File: src/rtl/or_mask_splitter.sv
// or_mask_splitter: takes a WIDTH-bit OR-combined mask and replays its set
// bits one per beat, lowest index first, as one-hot words with their index.
// An all-zero mask produces a single "empty" beat so the consumer always
// sees a terminating beat for every accepted mask.
module or_mask_splitter #(
  parameter int WIDTH = 32,
  parameter int IDXW  = $clog2(WIDTH)
) (
  input  logic             clk,
  input  logic             reset,
  input  logic             in_valid,
  output logic             in_ready,
  input  logic [WIDTH-1:0] in_mask,
  output logic             out_valid,
  input  logic             out_ready,
  output logic [WIDTH-1:0] out_onehot,
  output logic [IDXW-1:0]  out_index,
  output logic             out_last,
  output logic             out_empty
);

  typedef enum logic {
    IDLE = 1'b0,
    EMIT = 1'b1
  } state_t;

  state_t           r_state;
  logic [WIDTH-1:0] r_rem;
  logic             r_zflag;

  logic             w_idle;
  logic             w_emit;
  logic [WIDTH-1:0] w_rem_dec;
  logic [WIDTH-1:0] w_lowbit;
  logic [WIDTH-1:0] w_rem_next;
  logic             w_last;
  logic [IDXW-1:0]  w_index;
  logic             w_in_fire;
  logic             w_out_fire;

  // Outputs are masked off while reset is held so nothing leaks out before
  // the first reset edge has cleared the registers.
  assign w_idle = (r_state == IDLE) && !reset;
  assign w_emit = (r_state == EMIT) && !reset;

  // Lowest-set-bit isolation; all arithmetic wraps inside WIDTH bits.
  assign w_rem_dec  = r_rem - WIDTH'(1);
  assign w_lowbit   = r_rem & (~r_rem + WIDTH'(1));
  assign w_rem_next = r_rem & w_rem_dec;
  // At most one bit left (also true for an empty mask) means final beat.
  assign w_last     = (w_rem_next == '0);

  assign w_in_fire  = w_idle && in_valid;
  assign w_out_fire = w_emit && out_ready;

  // Index encoder: since w_lowbit is one-hot (or zero), index bit b is the
  // OR of every one-hot position whose own index has bit b set. A zero
  // word naturally encodes to index 0.
  logic [WIDTH-1:0] w_sel [IDXW];

  generate
    for (genvar gb = 0; gb < IDXW; gb++) begin : g_idx_bit
      for (genvar gi = 0; gi < WIDTH; gi++) begin : g_pos
        if (((gi >> gb) & 1) == 1) begin : g_on
          assign w_sel[gb][gi] = w_lowbit[gi];
        end else begin : g_off
          assign w_sel[gb][gi] = 1'b0;
        end
      end
      assign w_index[gb] = |w_sel[gb];
    end
  endgenerate

  // Handshake and beat outputs, all decoded from registered state only.
  assign in_ready   = w_idle;
  assign out_valid  = w_emit;
  assign out_onehot = w_emit ? w_lowbit : '0;
  assign out_index  = w_emit ? w_index  : '0;
  assign out_last   = w_emit && w_last;
  assign out_empty  = w_emit && r_zflag;

  // Control FSM: capture a mask in IDLE, peel one bit per completed beat in
  // EMIT, and return to IDLE (with cleared state) after the final beat.
  always_ff @(posedge clk) begin
    if (reset) begin
      r_state <= IDLE;
      r_rem   <= '0;
      r_zflag <= 1'b0;
    end else begin
      case (r_state)
        IDLE: begin
          if (w_in_fire) begin
            r_rem   <= in_mask;
            r_zflag <= (in_mask == '0);
            r_state <= EMIT;
          end
        end
        EMIT: begin
          if (w_out_fire) begin
            if (w_last) begin
              r_rem   <= '0;
              r_zflag <= 1'b0;
              r_state <= IDLE;
            end else begin
              r_rem   <= w_rem_next;
            end
          end
        end
        default: begin
          r_state <= IDLE;
        end
      endcase
    end
  end

endmodule
File: config.mk
export PLATFORM = sky130hd
export DESIGN_NAME = or_mask_splitter
export DESIGN_NICKNAME = d
export VERILOG_FILES = /design/src/rtl/or_mask_splitter.sv
export SDC_FILE = /design/constraint.sdc
export NUM_CORES = 1
export LEC_CHECK = 0
export ABC_AREA = 1
export CAP_MARGIN = 30
export CORE_ASPECT_RATIO = 1.75
export CORE_MARGIN = 2
export CORE_UTILIZATION = 53
export CTS_CLUSTER_SIZE = 20
export DETAILED_ROUTE_END_ITERATION = 8
export GPL_ROUTABILITY_DRIVEN = 1
export PLACE_DENSITY = 0.87
export SYNTH_ARGS = -nofsm -noshare
export SYNTH_HDL_FRONTEND = slang
export SYNTH_SLANG_ARGS = --single-unit
File: constraint.sdc
create_clock -name clk -period 2.6 [get_ports clk]
set_input_delay 0.26 -clock clk [delete_from_list [all_inputs] [get_ports clk]]
set_output_delay 0.26 -clock clk [all_outputs]
set_load 0.02 [all_outputs]
Word level (Yosys, flattened, before mapping)

Cells that the tools add are included.

Add/sub/neg operators: 2
Eq/ne operators: 3
Mux-type cells: 14
Bitwise gates (word level): 4
Reduce and logical (&&, ||, !) cells: 16

Operator list:

| kind                                                | count |
|---|---|
| two-way mux 32 bit                                  | 4 |
| OR reduction 16 bit                                 | 5 |
| bitwise AND 32 bit                                  | 2 |
| logical NOT 32 bit                                  | 2 |
| one-hot mux 32 bit (2 select lines)                 | 1 |
| adder 32 x 1 -> 32 bit (second input constant)      | 1 |
| NOT 32 bit                                          | 1 |
| subtractor 32 x 1 -> 32 bit (second input constant) | 1 |
| logical AND 1 bit                                   | 6 |
| two-way mux 1 bit                                   | 6 |
| two-way mux 5 bit                                   | 1 |
| != test 2 x 1 -> 1 bit (second input constant)      | 2 |
| one-hot mux 1 bit (2 select lines)                  | 2 |
| AND reduction 3 bit                                 | 1 |
| != test 2 bit (second input constant)               | 1 |
| AND reduction 2 bit                                 | 1 |
| logical NOT 1 bit                                   | 1 |
| NOT 1 bit                                           | 1 |

Register bits after elaboration: 34
Input bits: 36
Output and inout bits: 41
Word-level logic and storage cells: 42

Longest topological paths before layout

Depth after elaboration: 6
Mapped depth: 16
Depth with buffers taken out: 16

Worst setup path before layout

No wires, ideal clock.

Kind: flip-flop to output port
Start: register r_rem[0]
End: output port out_index[4]
Arrival time: 1.728 ns
Data required time: 2.340 ns
Slack: 0.612 ns
Cell stages (with the launch flop): 11
Buffers on the path: 0
Cells stage by stage: dfxtp_1 nor2_4 nand2_4 nor2_8 nand3_2 nor2_1 nand2_1 nand2_1 nor2_1 nor3b_1 a31oi_1

Word-level cells in the longest chain between the ends: 5

Ends and longest elaborated chain:

| element                | RTL line | text |
|---|---|---|
| from (decl)            | 28       | `logic [WIDTH-1:0] r_rem;` |
| from (signal assigned) | 93       | `r_rem <= in_mask;` |
| from (signal assigned) | 105      | `r_rem <= w_rem_next;` |
| NOT 32 bit             | 48       | `assign w_lowbit = r_rem & (~r_rem + WIDTH'(1));` |
| adder 32 x 1 -> 32 bit | 48       |  |
| bitwise AND 32 bit     | 48       |  |
| OR reduction 16 bit    | 70       | `assign w_index[gb] = \|w_sel[gb];` |
| two-way mux 5 bit      | 78       | `assign out_index = w_emit ? w_index : '0;` |
| to (decl)              | 17       | `output logic [IDXW-1:0] out_index,` |

Every way passes these cells.

Final worst setup path

Start: register r_rem[6]
End: output port out_onehot[28]

Word-level cells in the longest chain between the ends: 4

Ends and longest elaborated chain:

| element                | RTL line | text |
|---|---|---|
| NOT 32 bit             | 48       |  |
| adder 32 x 1 -> 32 bit | 48       |  |
| bitwise AND 32 bit     | 48       |  |
| two-way mux 32 bit     | 77       | `assign out_onehot = w_emit ? w_lowbit : '0;` |
| to (decl)              | 16       | `output logic [WIDTH-1:0] out_onehot,` |

Every way passes these cells.

==> results.py <==
metrics = {
    "sta": {
        "skew_ns": 0.00761,
        "hold_viol_final": 0,
        "setup_viol": 0,
        "timing.hold.ws_ns": 0.500,
        "maxSlewViolCount": 0,
        "final.min_clock_period_ns": 2.52,
        "setup_slack_ns": 0.0800,
        "min_period_over_period_pct": 96.9,
        "slew_headroom_pct": 46.1,
        "max_freq_mhz": 397,
        "worst_slew_pin_slew_ns": 0.801,
    },
    "clock_tree": {
        "path_clk_slew_ns": 0.09,
        "clkLatencyLatePin_ns": 0.30,
        "cts_max_level": 2,
        "cts_buffers": 5,
        "cts_hold_buf": 0,
        "cts_tree": "built",
        "clockRootBuffer": "clkbuf_8",
        "clock_path_buffers": 2,
        "cts_sinks": 34,
    },
    "detailed_routing": {
        "vias": 4032,
        "viasPerCell": 6.20,
        "drc": 0,
        "ant_nets": 0,
        "firstDrtPassIters": 5,
        "drt_iter0_markers": 329,
        "finalWirelength_um": 12000,
        "detail_route.wl_per_cell_um": 18.5,
    },
    "hold_path": {
        "hp-class": "reg2reg",
    },
    "cells_and_area": {
        "fillers": 439,
        "drive_above_1_share_pct": 20.5,
        "ff_latch_area_um2": 708,
        "final_cell_mix": "nand2_1, nor2_1, clkdlybuf4s50_1",
        "diodes": 0,
        "layoutNonFillerInstCount": 650,
        "area_delta_synth_final_pct": 45.8,
        "finalNetCount": 630,
        "mostFrequentLayoutCell": "nand2_1",
        "multi_input_area_um2": 1980,
    },
    "worst_setup_path": {
        "crit_arrival_ns": 2.26,
        "critPathMaxStageDelay_ns": 0.61,
        "path_cells": "nor2_2, nand2_1, nor2_8, nand2_2, nor2_1, nand2_1, nor2_1, clkdlybuf4s50_1",
        "slowest_stage": "clkdlybuf4s50_1",
        "required_ns": 2.34,
        "endpoint_kind": "output port",
        "worstSetupPathType": "reg2out",
        "start_kind": "flop",
        "cp_max_fo": 6,
    },
    "die": {
        "std_cell_rows": 35,
        "die_width_um": 59.1,
        "initial_core_util_pct": 54.1,
        "io_pins": 77,
        "fp.coreArea_um2": 5210,
        "die_area_um2": 5940,
        "die_h_um": 101,
    },
    "yosys": {
        "yosys_warnings": 0,
        "syn_area_um2": 2820,
        "seq_area_frac_synth_pct": 24.1,
        "synth_cells": 490,
        "avgSynthCellArea_um2": 5.76,
        "ys_types": 31,
        "synth-seq-cells": 34,
        "syn_nets": 526,
    },
    "global_routing": {
        "grt_pass1_vias": 3823,
        "grt_first_pass_wirelength_um": 18000,
        "grt.total_usage_pct": 40.2,
        "antenna_found_initial": 0,
        "overflow": 0,
        "grt_max_degree": 37,
    },
    "place": {
        "gp_congestion": 1.02,
        "place_ws_ns": -0.0934,
        "dp_hpwl_um": 9050,
        "dp_cells": 636,
        "port_buffers": 76,
    },
    "power_and_ir_drop": {
        "pwr-share-comb_pct": 44.7,
        "p_seq_share_pct": 28.5,
        "intPower_mw": 1.36,
        "leakagePower_nw": 1.91,
        "p_clk_share_pct": 26.8,
        "p_per_area_nw_per_um2": 562,
        "switching_share_pct": 41.3,
        "p_sw_mw": 0.954,
        "vdd_ir_drop_max_mv": 0.716,
    },
    "flow_run": {
        "cap_viol_max_count": 0,
    },
    "outcome": {
        "status": "finished, final reports clean",
    },
}
## worst max-delay path, delay by kind of cell (launching register included)
| family | cells | cell delay (ns) |
|---|---|---|
| buffers and inverters | 1 | 0.61 |
| flip-flops | 1 | 0.37 |
| AND/OR/NAND/NOR | 7 | 0.97 |
## power groups by stage
stage / Combinational (mW) / Sequential [mW] / Clock [mW]
2_1_floorplan: 0.593 / 0.636 / 0
3_3_place_gp: 0.922 / 0.648 / 0
3_5_place_dp: 0.938 / 0.650 / 0
4_1_cts: 0.948 / 0.641 / 0.613
5_1_grt: 1.12 / 0.663 / 0.634
6_report: 1.03 / 0.658 / 0.620
## synthesized netlist by cell type
library cell,n,area (µm²)
o211ai_1,1,7.51
or2_2,4,25.0
a21oi_1,48,240
inv_1,41,154
nand2_2,8,50.1
nand3_1,30,150
a21oi_2,1,8.76
nor3_1,10,50.1
a211oi_1,2,15.0
o21ai_1,5,25.0
clkinv_1,1,3.75
o2111ai_1,1,8.76
o21ai_0,17,85.1
a31oi_1,2,12.5
a221oi_1,16,140
nand2_1,113,424
dfxtp_1,34,681
nor4_1,10,62.6
nor2_4,3,33.8
nor2_8,2,40.0
nand3_2,2,20.0
nor3b_1,1,7.51
buf_2,1,5.00
inv_2,2,7.51
nor2_1,101,379
clkinv_2,1,5.00
buf_1,2,7.51
nor2_2,4,25.0
nand4_1,9,56.3
nand2_4,3,33.8
clkbuf_1,15,56.3
## final timing paths
check,startpoint,to,slack (ns),cells after the start
setup / recovery,r_rem[6]$_SDFFE_PP0P_,out_onehot[28],0.08,8
hold / removal,r_rem[31]$_SDFFE_PP0P_,r_rem[31]$_SDFFE_PP0P_,0.50,2
setup reg to reg,r_rem[12]$_SDFFE_PP0P_,r_zflag$_SDFFE_PP0P_,0.41,16
hold reg to reg,r_rem[31]$_SDFFE_PP0P_,r_rem[31]$_SDFFE_PP0P_,0.50,2
## sequential cells by signal, summed over array words and instances, names as in the netlist
signal and flops:
r_rem 32, r_state 1, r_zflag 1
## area by class of cell
class	instances	share of cell area (%)
Clock inverter	3	1.67
Multi-Input combinational cell	393	48.2
Timing Repair Buffer	115	25.4
Tap cell	55	1.67
Sequential cell	34	17.2
Inverter	45	4.23
Clock buffer	5	1.67
## through the flow
step	utilization (%)	area [µm²]	total power, mW	setup TNS [ns]
after global placement	73.7	3840	1.57	-0.102
final	78.9	4110	2.31	0
after detailed placement	73.7	3840	1.59	-0.153
after CTS	76.7	4000	2.20	-0.0123
after global routing	78.9	4110	2.41	-0.0257
after floorplan	-	2820	1.23	0
## metal layers
| layer | up-vias | routed length, µm | global-route usage [%] |
|---|---|---|---|
| met5 | - | 0 | 0 |
| met2 | 250 | 6410 | 73.2 |
| met1 | 1843 | 3740 | 37.2 |
| met3 | 95 | 794 | 6.55 |
| li1 | 1844 | - | - |
| met4 | 0 | 1090 | 32.7 |
## timing repair
| action | in CTS | in global routing |
|---|---|---|
| buffers inserted | 0 | 6 |
| pin swaps | 1 | 9 |
| resized for setup | 26 | 53 |
| endpoints found under the setup margin | 10 | 19 |
## cells by family (layout without fill, tap and decap cells)
kind of cell,count (synthesis),count (layout),synth area share [%]
compound gates,93,93,19.3
buf+inv,63,168,8.47
simple gates,300,300,48.1
flops,34,34,24.1
Note: power is estimated with default switching activity, not from simulation.
